[src/rtl/riscv_ctrl_pkg.sv]
// rtl/riscv_ctrl_pkg.sv - shared types, opcodes and per-state control decode for the multicycle controller
package riscv_ctrl_pkg;

    typedef enum logic [3:0] {
        S_FETCH    = 4'd0,
        S_DECODE   = 4'd1,
        S_MEMADR   = 4'd2,
        S_MEMREAD  = 4'd3,
        S_MEMWB    = 4'd4,
        S_MEMWRITE = 4'd5,
        S_EXECUTER = 4'd6,
        S_EXECUTEI = 4'd7,
        S_ALUWB    = 4'd8,
        S_BEQ      = 4'd9,
        S_JAL      = 4'd10
    } state_t;

    localparam logic [6:0] OP_LOAD   = 7'b0000011;
    localparam logic [6:0] OP_STORE  = 7'b0100011;
    localparam logic [6:0] OP_R      = 7'b0110011;
    localparam logic [6:0] OP_I      = 7'b0010011;
    localparam logic [6:0] OP_BRANCH = 7'b1100011;
    localparam logic [6:0] OP_JAL    = 7'b1101111;

    typedef enum logic [1:0] {
        IMM_I = 2'b00,
        IMM_S = 2'b01,
        IMM_J = 2'b10,
        IMM_B = 2'b11
    } imm_src_t;

    typedef enum logic [2:0] {
        ALU_ADD = 3'b000,
        ALU_SUB = 3'b001,
        ALU_AND = 3'b010,
        ALU_OR  = 3'b011,
        ALU_SLT = 3'b101
    } alu_ctrl_t;

    typedef enum logic [1:0] {
        RES_ALUOUT = 2'b00,
        RES_MEM    = 2'b01,
        RES_ALU    = 2'b10
    } result_src_t;

    typedef enum logic [1:0] {
        SRCA_PC    = 2'b00,
        SRCA_OLDPC = 2'b01,
        SRCA_RS1   = 2'b10
    } src_a_t;

    typedef enum logic [1:0] {
        SRCB_RS2  = 2'b00,
        SRCB_IMM  = 2'b01,
        SRCB_FOUR = 2'b10
    } src_b_t;

    typedef enum logic [1:0] {
        ALUOP_ADD   = 2'b00,
        ALUOP_SUB   = 2'b01,
        ALUOP_FUNCT = 2'b10
    } alu_op_t;

    // fetch and branch are qualifiers: their strobes also need mem_ready or zero
    typedef struct packed {
        logic        mem_req;
        logic        mem_write;
        logic        adr_src;
        logic        fetch;
        logic        branch;
        logic        pc_write;
        logic        reg_write;
        result_src_t result_src;
        src_a_t      alu_src_a;
        src_b_t      alu_src_b;
        alu_op_t     alu_op;
    } ctrl_t;

    function automatic ctrl_t state_ctrl(input state_t s);
        ctrl_t c;
        c = '0;
        case (s)
            S_FETCH: begin
                c.mem_req    = 1'b1;
                c.fetch      = 1'b1;
                c.alu_src_b  = SRCB_FOUR;
                c.result_src = RES_ALU;
            end
            S_DECODE: begin
                c.alu_src_a = SRCA_OLDPC;
                c.alu_src_b = SRCB_IMM;
            end
            S_MEMADR: begin
                c.alu_src_a = SRCA_RS1;
                c.alu_src_b = SRCB_IMM;
            end
            S_MEMREAD: begin
                c.mem_req = 1'b1;
                c.adr_src = 1'b1;
            end
            S_MEMWB: begin
                c.result_src = RES_MEM;
                c.reg_write  = 1'b1;
            end
            S_MEMWRITE: begin
                c.mem_req   = 1'b1;
                c.mem_write = 1'b1;
                c.adr_src   = 1'b1;
            end
            S_EXECUTER: begin
                c.alu_src_a = SRCA_RS1;
                c.alu_op    = ALUOP_FUNCT;
            end
            S_EXECUTEI: begin
                c.alu_src_a = SRCA_RS1;
                c.alu_src_b = SRCB_IMM;
                c.alu_op    = ALUOP_FUNCT;
            end
            S_ALUWB: begin
                c.reg_write = 1'b1;
            end
            S_BEQ: begin
                c.alu_src_a = SRCA_RS1;
                c.alu_op    = ALUOP_SUB;
                c.branch    = 1'b1;
            end
            S_JAL: begin
                c.alu_src_a = SRCA_OLDPC;
                c.alu_src_b = SRCB_FOUR;
                c.pc_write  = 1'b1;
            end
            default: c = '0;
        endcase
        return c;
    endfunction

    function automatic imm_src_t imm_src_of(input logic [6:0] op);
        case (op)
            OP_STORE:  return IMM_S;
            OP_JAL:    return IMM_J;
            OP_BRANCH: return IMM_B;
            default:   return IMM_I;
        endcase
    endfunction

    function automatic logic op_supported(input logic [6:0] op);
        return (op == OP_LOAD) || (op == OP_STORE) || (op == OP_R) ||
               (op == OP_I) || (op == OP_BRANCH) || (op == OP_JAL);
    endfunction

endpackage

[src/rtl/alu_decoder.sv]
// rtl/alu_decoder.sv - combinational ALU operation decode from alu_op and instruction funct fields
module alu_decoder
    import riscv_ctrl_pkg::*;
(
    input  alu_op_t     i_alu_op,
    input  logic [2:0]  i_funct3,
    input  logic        i_funct7_5,
    input  logic        i_op_5,
    output alu_ctrl_t   o_alu_ctrl,
    output logic        o_funct_illegal
);

    always_comb begin
        o_alu_ctrl      = ALU_ADD;
        o_funct_illegal = 1'b0;
        case (i_alu_op)
            ALUOP_SUB: o_alu_ctrl = ALU_SUB;
            ALUOP_FUNCT: begin
                case (i_funct3)
                    // only R-type carries a sub variant; addi ignores bit 30
                    3'b000:  o_alu_ctrl = (i_op_5 && i_funct7_5) ? ALU_SUB : ALU_ADD;
                    3'b010:  o_alu_ctrl = ALU_SLT;
                    3'b110:  o_alu_ctrl = ALU_OR;
                    3'b111:  o_alu_ctrl = ALU_AND;
                    default: o_funct_illegal = 1'b1;
                endcase
            end
            default: o_alu_ctrl = ALU_ADD;
        endcase
    end

endmodule

[src/rtl/multicycle_controller.sv]
// rtl/multicycle_controller.sv - main control FSM of the multicycle RV32I core
module multicycle_controller
    import riscv_ctrl_pkg::*;
#(
    parameter int WIDTH = 32
) (
    input  logic             clk,
    input  logic             rst_n,
    input  logic [WIDTH-1:0] instr,
    input  logic             zero,
    input  logic             mem_ready,
    output logic             mem_req,
    output logic             mem_write,
    output logic             adr_src,
    output logic             ir_write,
    output logic             pc_write,
    output logic             reg_write,
    output logic [1:0]       result_src,
    output logic [1:0]       alu_src_a,
    output logic [1:0]       alu_src_b,
    output logic [2:0]       alu_ctrl,
    output logic [1:0]       imm_src,
    output logic             illegal_instr,
    output logic [3:0]       state_o
);

    state_t    r_state;
    state_t    w_next_state;
    ctrl_t     r_ctrl;
    logic      r_kill_wb;
    logic [6:0] w_op;
    logic      w_exec;
    logic      w_decode_illegal;
    alu_ctrl_t w_alu_ctrl;
    logic      w_funct_illegal;
    logic      w_unused;

    assign w_op     = instr[6:0];
    assign w_exec   = (r_state == S_EXECUTER) || (r_state == S_EXECUTEI);
    assign w_unused = ^{instr[WIDTH-1:31], instr[29:15], instr[11:7]};
    assign w_decode_illegal = (r_state == S_DECODE) && !op_supported(w_op);

    alu_decoder u_alu_decoder (
        .i_alu_op        (r_ctrl.alu_op),
        .i_funct3        (instr[14:12]),
        .i_funct7_5      (instr[30]),
        .i_op_5          (instr[5]),
        .o_alu_ctrl      (w_alu_ctrl),
        .o_funct_illegal (w_funct_illegal)
    );

    always_comb begin
        w_next_state = r_state;
        case (r_state)
            S_FETCH:  if (mem_ready) w_next_state = S_DECODE;
            S_DECODE: begin
                case (w_op)
                    OP_LOAD, OP_STORE: w_next_state = S_MEMADR;
                    OP_R:              w_next_state = S_EXECUTER;
                    OP_I:              w_next_state = S_EXECUTEI;
                    OP_BRANCH:         w_next_state = S_BEQ;
                    OP_JAL:            w_next_state = S_JAL;
                    default:           w_next_state = S_FETCH;
                endcase
            end
            S_MEMADR:   w_next_state = w_op[5] ? S_MEMWRITE : S_MEMREAD;
            S_MEMREAD:  if (mem_ready) w_next_state = S_MEMWB;
            S_MEMWB:    w_next_state = S_FETCH;
            S_MEMWRITE: if (mem_ready) w_next_state = S_FETCH;
            S_EXECUTER, S_EXECUTEI: w_next_state = S_ALUWB;
            S_ALUWB:    w_next_state = S_FETCH;
            S_BEQ:      w_next_state = S_FETCH;
            S_JAL:      w_next_state = S_ALUWB;
            default:    w_next_state = S_FETCH;
        endcase
    end

    // Control word is registered alongside the state so outputs come straight from flops
    always_ff @(posedge clk or negedge rst_n) begin
        if (!rst_n) begin
            r_state   <= S_FETCH;
            r_ctrl    <= state_ctrl(S_FETCH);
            r_kill_wb <= 1'b0;
        end else begin
            r_state   <= w_next_state;
            r_ctrl    <= state_ctrl(w_next_state);
            r_kill_wb <= w_exec && w_funct_illegal;
        end
    end

    // Strobes are gated by rst_n so reset silences them without waiting for a clock
    assign mem_req       = rst_n & r_ctrl.mem_req;
    assign mem_write     = rst_n & r_ctrl.mem_write;
    assign ir_write      = rst_n & r_ctrl.fetch & mem_ready;
    assign pc_write      = rst_n & ((r_ctrl.fetch & mem_ready) | (r_ctrl.branch & zero) | r_ctrl.pc_write);
    assign reg_write     = rst_n & r_ctrl.reg_write & ~r_kill_wb;
    assign illegal_instr = rst_n & (w_decode_illegal | (w_exec & w_funct_illegal));

    assign adr_src    = r_ctrl.adr_src;
    assign result_src = r_ctrl.result_src;
    assign alu_src_a  = r_ctrl.alu_src_a;
    assign alu_src_b  = r_ctrl.alu_src_b;
    assign alu_ctrl   = w_alu_ctrl;
    assign imm_src    = imm_src_of(w_op);
    assign state_o    = r_state;

endmodule

[config.mk]
export PLATFORM = sky130hd
export DESIGN_NAME = multicycle_controller
export DESIGN_NICKNAME = d
export VERILOG_FILES = /design/src/rtl/riscv_ctrl_pkg.sv /design/src/rtl/alu_decoder.sv /design/src/rtl/multicycle_controller.sv
export SDC_FILE = /design/constraint.sdc
export NUM_CORES = 1
export LEC_CHECK = 0
export BUFFER_PORTS_ARGS = -buffer_cell sky130_fd_sc_hd__buf_2
export CAP_MARGIN = 15
export CORE_MARGIN = 2
export CORE_UTILIZATION = 45
export CTS_CLUSTER_SIZE = 20
export DETAILED_ROUTE_END_ITERATION = 12
export GPL_ROUTABILITY_DRIVEN = 0
export PLACE_DENSITY = 0.79
export SLEW_MARGIN = 20
export SYNTH_ARGS = -nofsm -noshare
export SYNTH_HDL_FRONTEND = slang
export SYNTH_SLANG_ARGS = --single-unit
[constraint.sdc]
create_clock -name clk -period 1.7 [get_ports clk]
set_input_delay 0.085 -clock clk [delete_from_list [all_inputs] [get_ports clk]]
set_output_delay 0.085 -clock clk [all_outputs]
set_load 0.02 [all_outputs]
* Word-level counts from Yosys, hierarchy flattened *
Cells that the tools add are included.

operators by class
  eq/ne operators = 28
  muxes and demuxes = 23
  bitwise logic cells = 15
  reductions and logical operators = 24

operators by type and width
  kind                                                                    count
  4-bit by 3-bit equality test with 1-bit output (second input constant)  7
  4-bit one-hot mux with 6 select lines                                   1
  4-bit one-hot mux with 5 select lines                                   1
  4-bit by 2-bit equality test with 1-bit output (second input constant)  4
  4-bit equality test (second input constant)                             4
  2-bit one-hot mux with 2 select lines                                   4
  7-bit by 6-bit equality test with 1-bit output (second input constant)  2
  7-bit equality test (second input constant)                             2
  4-bit two-way mux                                                       3
  3-bit one-hot mux with 4 select lines                                   1
  2-bit OR reduction                                                      6
  1-bit AND                                                               11
  1-bit two-way mux                                                       10
  3-bit OR reduction                                                      3
  4-bit by 1-bit equality test with 1-bit output (second input constant)  2
  4-bit logical NOT                                                       2
  4-bit OR reduction                                                      2
  7-bit by 2-bit equality test with 1-bit output (second input constant)  1
  7-bit by 5-bit equality test with 1-bit output (second input constant)  1
  3-bit equality test (second input constant)                             2
  1-bit logical OR                                                        6
  2-bit one-hot mux with 3 select lines                                   1
  3-bit one-hot mux with 2 select lines                                   1
  3-bit by 2-bit equality test with 1-bit output (second input constant)  1
  8 further kinds                                                         12

storage, ports and cells
  flip-flop bits (word level) = 20
  input bits = 36
  output and inout bits = 22
  logic and storage cells = 103

* Longest topological paths before layout *
  word-level depth = 10
  mapped depth = 7
  depth with buffers taken out = 6

* Cells and area by module *
From an unflattened synthesis, not the netlist that was laid out.

unflattened totals
  cell total of the unflattened synthesis = 117
  area total of the unflattened synthesis = 1144.8 um^2

by module, submodules not included
  module                 times used  cells an instance  area each (um^2)  seq. area each (um^2)
  multicycle_controller  1           102                1032.2            479.2
  alu_decoder            1           15                 112.6             0.0

* Worst setup path before layout *
OpenSTA, ideal clock, no wires.

  kind = reg-to-reg
  from = reg r_state[0] (netlist: state_o[0])
  to = reg r_ctrl (netlist bit alu_src_b[1])
  library setup time = 0.068 ns
  data arrival time = 1.557 ns
  data required time = 1.632 ns
  slack = 0.074 ns
  cell stages (with the launch flop) = 6
  path buffers = 0
  clock period less this slack = 1.626 ns
  path through = dfrtp_1 > nor4bb_2 > o31a_1 > nor4b_4 > nand3_2 > a21oi_2

between the ends
  cells in the longest elaborated chain, start to end = 6
  elaborated cells between the ends (all ways) = 21
  those cells by class = eq/ne (11); mux (5); reduce/logical (5)

RTL lines
  item                                                                                          line                         source
  start, declared                                                                               multicycle_controller.sv:27  state_t r_state;
  start signal, assigned                                                                        multicycle_controller.sv:85  r_state <= w_next_state;
  4-bit by 3-bit equality test with 1-bit output / 4-bit equality test (equally long branches)  multicycle_controller.sv:54  case (r_state)
  3-bit OR reduction (no line)                                                                  n/a
  4-bit one-hot mux with 6 select lines *                                                       multicycle_controller.sv:54
  4-bit by 3-bit equality test with 1-bit output, or another cell as far along                  riscv_ctrl_pkg.sv:82         case (s)
  3-bit OR reduction (no line) / 2-bit OR reduction (equally long branches)                     n/a
  2-bit one-hot mux with 2 select lines *                                                       riscv_ctrl_pkg.sv:82
  end signal, assigned                                                                          multicycle_controller.sv:82  r_ctrl <= state_ctrl(S_FETCH);
  end signal, assigned                                                                          multicycle_controller.sv:86  r_ctrl <= state_ctrl(w_next_state);
  end, declared                                                                                 multicycle_controller.sv:29  ctrl_t r_ctrl;

Every way passes the cells marked *; elsewhere a longest branch is shown, timed or not.

* Worst setup path in the final report *
Ends and elaborated chain as after synthesis.

==> results.toml <==
[run_status]
outcome = "finished, final reports clean"

[sta]
grt_setup_unrepaired = "yes"
worst_slew_margin_rel_pct = 73.1
finalHoldWorstSlack_ps = 165
worst_tran_pin_value_ps = 398
max_freq_ghz = 0.603
fin_tns_setup_ps = 0
final-max-slew-violation-count = 0
hold_violations = 0
final_setup_violation_count = 0
finalClockSkew_ps = 7.84
layout_worst_path_cycle_share_pct = 97.5
fin_crit_ps = 1660

[critical_path]
slack_of_the_worst_reg_to_reg_path_ps = 40
critical_path.startpoint = "state_o[0]$_DFF_PN0_"
worstReg2RegStart = "state_o[0]$_DFF_PN0_"
rr_worst_depth = 6
worstSetupStartpointType = "register"
max_stage_delay_on_crit_path_ps = 450
timing.setup.critical_path_class = "register to register"
worstPathCellList = "nor4b_4 -> buf_4 -> and4b_4 -> nor4b_4 -> nand3_2 -> a21oi_2"
critPathMaxFanout = 6
timing.critical_path.mode_cell = "sky130_fd_sc_hd__nor4b_4"
worstPathArrival_ps = 1910
cp.required_ps = 1950
timing.critical_path.to_type = "register"
timing.critical_path.slowest_stage_cell = "sky130_fd_sc_hd__dfrtp_2"

[synth]
synth_area_leaders = "sky130_fd_sc_hd__dfrtp_1 (35%), sky130_fd_sc_hd__dfstp_2 (6.9%), sky130_fd_sc_hd__buf_4 (4.6%)"
yosysMostFrequentCell = "sky130_fd_sc_hd__dfrtp_1"
async_reset_ff_share_pct = 100
syn-mean-instance-area_um2 = 10.2
synth.cell_area_um2 = 1140
register_area_share_after_synthesis_pct = 42.1
synth.largest_area_cell = "sky130_fd_sc_hd__dfrtp_1"
synthTopCellsByCount = "sky130_fd_sc_hd__dfrtp_1 (16), sky130_fd_sc_hd__nor2_1 (12), sky130_fd_sc_hd__inv_1 (8), sky130_fd_sc_hd__buf_4 (7)"
yosys.area.top_type_share_pct = 35.2
synthFlopType = "sky130_fd_sc_hd__dfrtp_1"
synth_enable_flop_cells = 0
syn-instance-count = 112
synth-warning-count = 0
syn_nets = 150
ys_ff_latch = 19
distinct_cells_synth = 46

[layout]
n_fill_cell = 205
final_nets = 197
diodes = 0
p_r_area_growth_vs_syn_pct = 27.8
drive_gt1_share_pct = 46.2
final_cell_count_no_fill = 188

[power]
total_leakage_power_nw = 0.781
power_density_nw_per_um2 = 664
vdd_drop_max_uv = 431

[detailed_routing]
drt-vias-per-instance = 5.42
dr.pass1.iters = 4
routed-via-count = 1019
detail_route.drc_violations = 0
top_layer_reached_by_signal_wires = "met4"
route.detailed.wl_per_inst_um = 13.6
route.antenna.remaining_nets = 0
detail_route.wirelength.met1_um = 989
drt_iter0_markers = 17
met2WireLength_um = 1330
totalWireLength_um = 2560
met3RoutedLength_um = 182

[clock_tree]
max-clock-path-buffers = 2
worst_skew_late_latency_ps = 310
cts_tree = "done"
root_buffer = "sky130_fd_sc_hd__clkbuf_4"
clk_pin_slew_ps = 110
htree_levels = 1
cts.sinks = 19
cts_inserted_buffers = 3

[die]
start_util_pct = 46.8
std_cell_rows = 18
floorplan.die.height_um = 54.3
floorplan.core_area_um2 = 2430
chip_width_um = 54.3
ioPinCount = 58
overall_die_area_um2 = 2950

[placed_design]
numPlacedInstances = 176
io_buffers = 36
hpwl_after_dpl_um = 1970

[global_routing]
globalRouteTotalUtil_pct = 19.0
grt_pass1_vias = 920
grt_overflow = 0
antenna_found_initial = 0
grt_first_pass_wirelength_um = 3960
grt_start_max_net_pins = 14

[run]
max-cap-violations = 0

[worst_hold_path]
hp-class = "primary input to async pin"
worst max-delay path: cells and delay by family (launching register included):
kind	cells	cell delay, ps
AO/OA/AOI/OAI	1	160
buffers and inverters	1	160
flip-flops	1	450
AND/OR/NAND/NOR	4	830
power by group:
group          leakage, nW  switching, mW  internal [mW]
clock               0.0177          0.141         0.0879
sequential           0.246         0.0127          0.485
combinational        0.518          0.135          0.105
total                0.781          0.288          0.678
stage by stage:
step                instance area (um2)  setup slack [ps]  util, %  power [mW]
floorplan                          1140              74.4        -       0.651
finish                             1460              42.7     59.8       0.967
CTS                                1400              1.59     57.7       0.959
detailed placement                 1340              14.2     55.0       0.727
global placement                   1340              57.2     55.0       0.718
global route                       1460             -37.2     59.8        1.02
layer usage:
metal,vias to the layer above,track usage (%)
met2,40,35.3
met4,0,7.92
met3,6,3.83
met1,486,20.8
li1,487,-
met5,-,0
sequential cells by signal (all words and copies together) (netlist names):
| signal | count |
|---|---|
| result_src | 2 |
| alu_src_b | 2 |
| r_ctrl | 7 |
| alu_src_a | 2 |
| r_kill_wb | 1 |
| state_o | 4 |
| adr_src | 1 |
final cells by class:
class                      count  area (um2)  area share, %
inverter                       8        30.0           2.06
sequential                    19         483           33.2
multi-input combinational     77         587           40.3
timing repair buffer          50         290           19.9
clock buffer                   3        22.5           1.55
tap                           30        37.5           2.58
clock inverter                 1        5.00          0.344
cells in the final DEF, fill, tap and decap left out, types with 2 or more instances in the layout:
master / instances
sky130_fd_sc_hd__buf_4: 14
sky130_fd_sc_hd__and3_1: 3
sky130_fd_sc_hd__ha_1: 2
sky130_fd_sc_hd__dfrtp_2: 3
sky130_fd_sc_hd__clkbuf_4: 3
sky130_fd_sc_hd__nor4b_4: 2
sky130_fd_sc_hd__nand4bb_1: 3
sky130_fd_sc_hd__o21bai_1: 2
sky130_fd_sc_hd__a21oi_1: 4
sky130_fd_sc_hd__nor3b_1: 4
sky130_fd_sc_hd__o21ai_1: 3
sky130_fd_sc_hd__and2_1: 3
sky130_fd_sc_hd__dfstp_2: 3
sky130_fd_sc_hd__a21oi_2: 3
sky130_fd_sc_hd__o21ai_0: 3
sky130_fd_sc_hd__buf_2: 35
sky130_fd_sc_hd__nand2_1: 5
sky130_fd_sc_hd__dfrtp_1: 13
sky130_fd_sc_hd__nor2_1: 12
sky130_fd_sc_hd__inv_1: 8
logic make-up after synthesis:
logic type               after synthesis  synth area share [%]
adder cells (fa/ha/maj)                2                  2.20
buffers and inverters                 16                  8.24
AND/OR/NAND/NOR                       50                  32.6
AO/OA/AOI/OAI                         24                  14.1
XOR/XNOR                               1                 0.769
flip-flops                            19                  42.1
path summary, 6_finish.rpt:
check / to
setup / recovery: alu_src_b[1]$_DFF_PN1_
hold / removal: r_kill_wb$_DFF_PN0_
setup reg to reg: alu_src_b[1]$_DFF_PN1_
hold reg to reg: r_ctrl[13]$_DFF_PN0_
max in group asynchronous: r_ctrl[14]$_DFF_PN1_
min in group clk: r_kill_wb$_DFF_PN0_
repair_timing:
| item | CTS | global route |
|---|---|---|
| pin swaps | 1 | 0 |
| setup endpoints to repair | 2 | 5 |
| buffers inserted | 3 | 4 |
| hold buffers | 1 | 0 |
| resized for setup | 3 | 6 |
| hold endpoints to repair | 16 | 0 |
(Power assumes the default switching activity.)
